`src/rtl/switch_debouncer_if.sv`:
```
// Raw switch/key inputs, debounced outputs and interrupt lines between the
// board-facing debouncer and the memory-mapped switch device.
interface switch_debouncer_if;
  logic [7:0] dip_switch0, dip_switch1, dip_switch2, dip_switch3;
  logic [7:0] dip_switch4, dip_switch5, dip_switch6, dip_switch7;
  logic [7:0] user_key;
  logic       irq_en;
  logic       irq_ack;
  logic [7:0] deb_switch0, deb_switch1, deb_switch2, deb_switch3;
  logic [7:0] deb_switch4, deb_switch5, deb_switch6, deb_switch7;
  logic [7:0] deb_key;
  logic [8:0] change_mask;
  logic       irq;

  modport master (
    output dip_switch0, dip_switch1, dip_switch2, dip_switch3,
           dip_switch4, dip_switch5, dip_switch6, dip_switch7,
           user_key, irq_en, irq_ack,
    input  deb_switch0, deb_switch1, deb_switch2, deb_switch3,
           deb_switch4, deb_switch5, deb_switch6, deb_switch7,
           deb_key, change_mask, irq
  );

  modport slave (
    input  dip_switch0, dip_switch1, dip_switch2, dip_switch3,
           dip_switch4, dip_switch5, dip_switch6, dip_switch7,
           user_key, irq_en, irq_ack,
    output deb_switch0, deb_switch1, deb_switch2, deb_switch3,
           deb_switch4, deb_switch5, deb_switch6, deb_switch7,
           deb_key, change_mask, irq
  );
endinterface

```
`src/rtl/switch_debouncer.sv`:
```
// Switch debouncer: two-flop sync + per-group stability counter for eight
// DIP groups and one key group, sticky change mask and level interrupt.

// One 8-bit group: synchroniser, candidate tracking and commit pulse.
module switch_debouncer_grp #(
  parameter int unsigned CNT_W           = 20,
  parameter int unsigned DEBOUNCE_CYCLES = 250000,
  parameter logic [7:0]  RST_VAL         = 8'hFF
) (
  input  logic       CLK,
  input  logic       RST,
  input  logic [7:0] raw,
  output logic [7:0] stable,
  output logic       commit
);
  logic [7:0]       sync1, sync2, cand;
  logic [CNT_W-1:0] cnt;

  // Commit when the candidate has held long enough and differs from stable.
  always_comb begin
    commit = (sync2 != stable) && (sync2 == cand) &&
             (cnt == CNT_W'(DEBOUNCE_CYCLES - 1));
  end

  // Sync chain and debounce state; reset discards any pending change.
  always_ff @(posedge CLK) begin
    if (!RST) begin
      sync1  <= RST_VAL;
      sync2  <= RST_VAL;
      cand   <= RST_VAL;
      stable <= RST_VAL;
      cnt    <= '0;
    end else begin
      sync1 <= raw;
      sync2 <= sync1;
      if (sync2 == stable) begin
        cnt  <= '0;
        cand <= stable;
      end else if (sync2 != cand) begin
        cand <= sync2;
        cnt  <= '0;
      end else if (commit) begin
        stable <= cand;
        cnt    <= '0;
      end else begin
        cnt <= cnt + CNT_W'(1);
      end
    end
  end
endmodule

module switch_debouncer #(
  parameter int unsigned CNT_W           = 20,
  parameter int unsigned DEBOUNCE_CYCLES = 250000
) (
  input  logic              CLK,
  input  logic              RST,
  switch_debouncer_if.slave sw
);
  localparam int NUM_GRP = 9;

  logic [NUM_GRP-1:0][7:0] raw, deb;
  logic [NUM_GRP-1:0]      commit_vec;
  logic [NUM_GRP-1:0]      mask;

  assign raw = {sw.user_key,
                sw.dip_switch7, sw.dip_switch6, sw.dip_switch5, sw.dip_switch4,
                sw.dip_switch3, sw.dip_switch2, sw.dip_switch1, sw.dip_switch0};

  // Group 8 (keys) idles low, DIP groups idle high.
  for (genvar g = 0; g < NUM_GRP; g++) begin : g_grp
    localparam logic [7:0] RV = (g == NUM_GRP - 1) ? 8'h00 : 8'hFF;
    switch_debouncer_grp #(
      .CNT_W          (CNT_W),
      .DEBOUNCE_CYCLES(DEBOUNCE_CYCLES),
      .RST_VAL        (RV)
    ) u_grp (
      .CLK   (CLK),
      .RST   (RST),
      .raw   (raw[g]),
      .stable(deb[g]),
      .commit(commit_vec[g])
    );
  end

  // Sticky change flags: a commit on the ack edge survives the clear.
  always_ff @(posedge CLK) begin
    if (!RST) mask <= '0;
    else      mask <= (mask & ~{NUM_GRP{sw.irq_ack}}) | commit_vec;
  end

  assign sw.deb_switch0 = deb[0];
  assign sw.deb_switch1 = deb[1];
  assign sw.deb_switch2 = deb[2];
  assign sw.deb_switch3 = deb[3];
  assign sw.deb_switch4 = deb[4];
  assign sw.deb_switch5 = deb[5];
  assign sw.deb_switch6 = deb[6];
  assign sw.deb_switch7 = deb[7];
  assign sw.deb_key     = deb[8];
  assign sw.change_mask = mask;
  assign sw.irq         = sw.irq_en & (|mask);
endmodule
```
`src/flat_wrapper.sv`:
```
// flat-port wrapper written by rule: the top's interface ports become plain ports
module switch_debouncer_flat 
#(
  parameter int unsigned CNT_W           = 20,
  parameter int unsigned DEBOUNCE_CYCLES = 250000
)
  (CLK, RST, sw_dip_switch0, sw_dip_switch1, sw_dip_switch2, sw_dip_switch3, sw_dip_switch4, sw_dip_switch5, sw_dip_switch6, sw_dip_switch7, sw_user_key, sw_irq_en, sw_irq_ack, sw_deb_switch0, sw_deb_switch1, sw_deb_switch2, sw_deb_switch3, sw_deb_switch4, sw_deb_switch5, sw_deb_switch6, sw_deb_switch7, sw_deb_key, sw_change_mask, sw_irq);
  switch_debouncer_if sw_i ();
  input  logic CLK;
  input  logic RST;
  input wire logic [$bits(sw_i.dip_switch0)-1:0] sw_dip_switch0;
  input wire logic [$bits(sw_i.dip_switch1)-1:0] sw_dip_switch1;
  input wire logic [$bits(sw_i.dip_switch2)-1:0] sw_dip_switch2;
  input wire logic [$bits(sw_i.dip_switch3)-1:0] sw_dip_switch3;
  input wire logic [$bits(sw_i.dip_switch4)-1:0] sw_dip_switch4;
  input wire logic [$bits(sw_i.dip_switch5)-1:0] sw_dip_switch5;
  input wire logic [$bits(sw_i.dip_switch6)-1:0] sw_dip_switch6;
  input wire logic [$bits(sw_i.dip_switch7)-1:0] sw_dip_switch7;
  input wire logic [$bits(sw_i.user_key)-1:0] sw_user_key;
  input wire logic [$bits(sw_i.irq_en)-1:0] sw_irq_en;
  input wire logic [$bits(sw_i.irq_ack)-1:0] sw_irq_ack;
  output wire logic [$bits(sw_i.deb_switch0)-1:0] sw_deb_switch0;
  output wire logic [$bits(sw_i.deb_switch1)-1:0] sw_deb_switch1;
  output wire logic [$bits(sw_i.deb_switch2)-1:0] sw_deb_switch2;
  output wire logic [$bits(sw_i.deb_switch3)-1:0] sw_deb_switch3;
  output wire logic [$bits(sw_i.deb_switch4)-1:0] sw_deb_switch4;
  output wire logic [$bits(sw_i.deb_switch5)-1:0] sw_deb_switch5;
  output wire logic [$bits(sw_i.deb_switch6)-1:0] sw_deb_switch6;
  output wire logic [$bits(sw_i.deb_switch7)-1:0] sw_deb_switch7;
  output wire logic [$bits(sw_i.deb_key)-1:0] sw_deb_key;
  output wire logic [$bits(sw_i.change_mask)-1:0] sw_change_mask;
  output wire logic [$bits(sw_i.irq)-1:0] sw_irq;
  assign sw_i.dip_switch0 = sw_dip_switch0;
  assign sw_i.dip_switch1 = sw_dip_switch1;
  assign sw_i.dip_switch2 = sw_dip_switch2;
  assign sw_i.dip_switch3 = sw_dip_switch3;
  assign sw_i.dip_switch4 = sw_dip_switch4;
  assign sw_i.dip_switch5 = sw_dip_switch5;
  assign sw_i.dip_switch6 = sw_dip_switch6;
  assign sw_i.dip_switch7 = sw_dip_switch7;
  assign sw_i.user_key = sw_user_key;
  assign sw_i.irq_en = sw_irq_en;
  assign sw_i.irq_ack = sw_irq_ack;
  assign sw_deb_switch0 = sw_i.deb_switch0;
  assign sw_deb_switch1 = sw_i.deb_switch1;
  assign sw_deb_switch2 = sw_i.deb_switch2;
  assign sw_deb_switch3 = sw_i.deb_switch3;
  assign sw_deb_switch4 = sw_i.deb_switch4;
  assign sw_deb_switch5 = sw_i.deb_switch5;
  assign sw_deb_switch6 = sw_i.deb_switch6;
  assign sw_deb_switch7 = sw_i.deb_switch7;
  assign sw_deb_key = sw_i.deb_key;
  assign sw_change_mask = sw_i.change_mask;
  assign sw_irq = sw_i.irq;
  switch_debouncer #(.CNT_W(CNT_W), .DEBOUNCE_CYCLES(DEBOUNCE_CYCLES)) u_core (.CLK(CLK), .RST(RST), .sw(sw_i));
endmodule
```
`config.mk`:
```
export PLATFORM = sky130hd
export DESIGN_NAME = switch_debouncer_flat
export DESIGN_NICKNAME = d
export VERILOG_FILES = /design/src/rtl/switch_debouncer_if.sv /design/src/rtl/switch_debouncer.sv /design/src/flat_wrapper.sv
export SDC_FILE = /design/constraint.sdc
export NUM_CORES = 1
export LEC_CHECK = 0
export CAP_MARGIN = 20
export CORE_ASPECT_RATIO = 0.9
export CORE_MARGIN = 2
export CORE_UTILIZATION = 40
export DETAILED_ROUTE_END_ITERATION = 6
export PLACE_DENSITY_LB_ADDON = 0.15
export SLEW_MARGIN = 30
export SYNTH_ARGS = -nofsm -noshare
export SYNTH_HDL_FRONTEND = slang
export SYNTH_SLANG_ARGS = --single-unit
```
`constraint.sdc`:
```
create_clock -name CLK -period 5.7 [get_ports CLK]
set_input_delay 0.57 -clock CLK [delete_from_list [all_inputs] [get_ports CLK]]
set_output_delay 0.57 -clock CLK [all_outputs]
set_load 0.02 [all_outputs]
```
==> flow_metrics.env <==
export IMPL_min_delay_path_class="reg -> reg"
export IMPL_worst_slack_ps=2922
export IMPL_status="finished, final reports clean"
export IMPL_busiest_layer="met2"
export IMPL_syn_inst=1895
export IMPL_hold_viol_final=0
export IMPL_synthFlopType="dfxtp_1"
export IMPL_synth_edf_count=0
export IMPL_synth_seq_cells=477
export IMPL_reg2reg_to="u_core.g_grp[5].u_grp.cnt[18]"
export IMPL_grt_max_degree=89
export IMPL_setup_viol=0
export IMPL_max_freq_mhz=359.9
export IMPL_core_area_um2=45280
export IMPL_hpwl_um=25510
export IMPL_netlist_cell_type_count=49
export IMPL_path_class="reg -> out"
export IMPL_synth_warnings=0
export IMPL_min_period_ps=2778
export IMPL_drive_above_1_share=0.04598
export IMPL_num_vias=12879
export IMPL_worstSkewPairLatency_ps=580
export IMPL_critical_path_endpoint="sw_irq"
export IMPL_ir_drop_mv=0.2212
export IMPL_cp_startpoint="u_core.sw.change_mask[2]"
export IMPL_p_leak_uw=0.007652
export IMPL_dr_pass1_iters=5
export IMPL_crit_arrival_ps=2210
export IMPL_port_buffers=157
export IMPL_antenna_found_initial=2
export IMPL_cts_tree="built"
export IMPL_worst_pin_slew_ps=820.5
export IMPL_chipWidth_um=229.4
export IMPL_synth_top_area_cell="dfxtp_1"
export IMPL_nets=2119
export IMPL_drtIter0Drc=756
export IMPL_r2r_slack_ps=3170
export IMPL_ant_nets=0
export IMPL_drv_slew=0
export IMPL_syn_to_final_growth_pct=20.58
export IMPL_cap_violations=0
export IMPL_path_clk_slew_ps=60
export IMPL_use_met1=0.2174
export IMPL_cts_resized=0
export IMPL_reg2regPathDepth=6
export IMPL_netlist_area_leader_share=0.5220
export IMPL_routed_via_density=4.815
export IMPL_synth_area_per_cell_um2=9.653
export IMPL_dp_cells=2589
export IMPL_wirelength_um=37930
export IMPL_reg2reg_from="u_core.g_grp[5].u_grp.cnt[0]"
export IMPL_critical_path_required_ps=5130
export IMPL_syn_nets=1980
export IMPL_ctsHtreeMaxLevel=2
export IMPL_clock_sinks=477
export IMPL_syn_area_um2=18290
export IMPL_final_common_cell="dfxtp_1"
export IMPL_p_per_area_nw_per_um2=320.5
export IMPL_use_met3=0.03503
export IMPL_cts_setup_buffers=0
export IMPL_grt_overflow=0
export IMPL_dp_slack_ps=3085
export IMPL_dieHeight_um=206.9
export IMPL_layout_common_cells="dfxtp_1, nor2_1, nand2b_1, xor2_1, clkdlybuf4s50_1"
export IMPL_crit_path_start_kind="flop"
export IMPL_utilization=0.4872
export IMPL_dieArea_um2=47460
export IMPL_async_reset_ff_frac=0
export IMPL_initial_core_util=0.4040
export IMPL_fin_skew_ps=14.30
export IMPL_synth_yosys_seq_area_share=0.5220
export IMPL_routedWlPerCell_um=14.18
export IMPL_num_rows=74
export IMPL_critPathMaxFanout=3
export IMPL_root_buffer="clkbuf_16"
export IMPL_cts_buffer_depth=3
export IMPL_ctsHoldBuffers=0
export IMPL_final_setup_tns_ps=0
export IMPL_maxSlewHeadroom=0.4484
export IMPL_grt_pass1_wl_um=62510
export IMPL_ios=158
export IMPL_use_met2=0.2522
export IMPL_synthTopCellsByArea="dfxtp_1, xor2_1, nand2b_1, xnor2_1, nor2_1"
export IMPL_grt_pass1_vias=12462
export IMPL_cts_buffers=50
export IMPL_fin_crit_sh=0.4874
export IMPL_final_cells=2675
export IMPL_place_congestion=0.8002
export IMPL_grt_usage=0.1595
export IMPL_rsz0062_at_grt="false"
export IMPL_drc=0
export IMPL_critPathCaptureType="output pin"
==> critical path, stage by stage (launching register included) <==
cell             delay, ps
dfxtp_1                360
nor4_1                 550
a31oi_1                160
clkdlybuf4s50_1        560
==> cell families (layout without fill, tap and decap cells) <==
| logic type | after synthesis | count (layout) | share of synthesized area |
|---|---|---|---|
| xor gates and xnor gates | 304 | 304 | 0.1456 |
| adders and majority gates | 9 | 9 | 0.006156 |
| DFF | 477 | 477 | 0.5220 |
| and+or+nand+nor | 865 | 865 | 0.2559 |
| AOI/OAI and AO/OA | 131 | 131 | 0.04460 |
| buffers and inverters | 108 | 279 | 0.02524 |
| other | 0 | 1 | 0 |
| muxes | 1 | 1 | 0.0005472 |
==> stage by stage <==
stage | area [µm²] | hold WS (ps) | total power, µW
floorplan | 18290 | 386.3 | 3697
global placement | 20330 | 389.7 | 3795
detailed placement | 20330 | 390.9 | 3798
CTS | 22040 | 397.0 | 7182
global route | 22050 | 414.8 | 7348
finish | 22060 | 402.9 | 7068
==> routing by layer <==
layer  share of wire  vias to the layer above
li1                -                     6648
met1            0.50                     6007
met2            0.44                      164
met3           0.042                       58
met4           0.022                        2
met5         0.00026                        -
==> synthesized netlist by cell type, drive strengths merged (2+ instances only) <==
library cell  instances
and2                 30
nor2b                 8
and3                 20
ha                    9
o311ai                7
nor4                 39
nand2b              199
clkbuf               53
nor4b                 4
o211a                 6
nand4b               17
or3                   3
a211oi                2
nand3               120
o211ai                8
or4b                  2
inv                  32
and4                 15
a21oi                31
dfxtp               477
buf                  23
or2                   3
nand2                59
nor2                219
o31a                 16
xor2                169
or4                   6
xnor2               135
o21a                  3
nand3b                3
o21ai                57
nor3                 45
nand4                70
==> report_power, final <==
part           total, µW  switching (µW)  leakage [µW]  internal, µW
Combinational        280             150       0.00293           130
Clock               3350            1290      0.000835          2060
Sequential          3440            41.0       0.00389          3400
Total               7070            1480       0.00765          5590
==> flip-flops by register name, indices dropped and copies added (netlist names) <==
signal,cells
u_core.g_grp.u_grp.stable,72
u_core.g_grp.u_grp.cnt,180
u_core.g_grp.u_grp.sync1,72
u_core.g_grp.u_grp.sync2,72
u_core.sw.change_mask,9
u_core.g_grp.u_grp.cand,72
==> cell type report <==
class	instances	area, µm²
Fill cell	4308	23220
Sequential cell	477	9549
Multi-Input combinational cell	1310	8299
Timing Repair Buffer	163	1619
Clock buffer	73	1521
Tap cell	608	760.7
Clock inverter	11	185.2
Inverter	32	120.1
Antenna cell	1	2.502
==> how the worst min path moves through the flow <==
stage	slack [ps]	start	end	depth (start not counted)
6_report	400	u_core.g_grp[3].u_grp.sync1[2]	u_core.g_grp[3].u_grp.sync2[2]	1
2_1_floorplan	390	u_core.g_grp[0].u_grp.sync1[0]	u_core.g_grp[0].u_grp.sync2[0]	1
5_1_grt	410	u_core.g_grp[4].u_grp.sync1[3]	u_core.g_grp[4].u_grp.sync2[3]	1
3_3_place_gp	390	u_core.g_grp[2].u_grp.sync1[6]	u_core.g_grp[2].u_grp.sync2[6]	1
3_5_place_dp	390	u_core.g_grp[0].u_grp.sync1[0]	u_core.g_grp[0].u_grp.sync2[0]	1
4_1_cts	400	RST	u_core.g_grp[7].u_grp.cand[1]	2
Note: power is estimated with default switching activity, not from simulation.
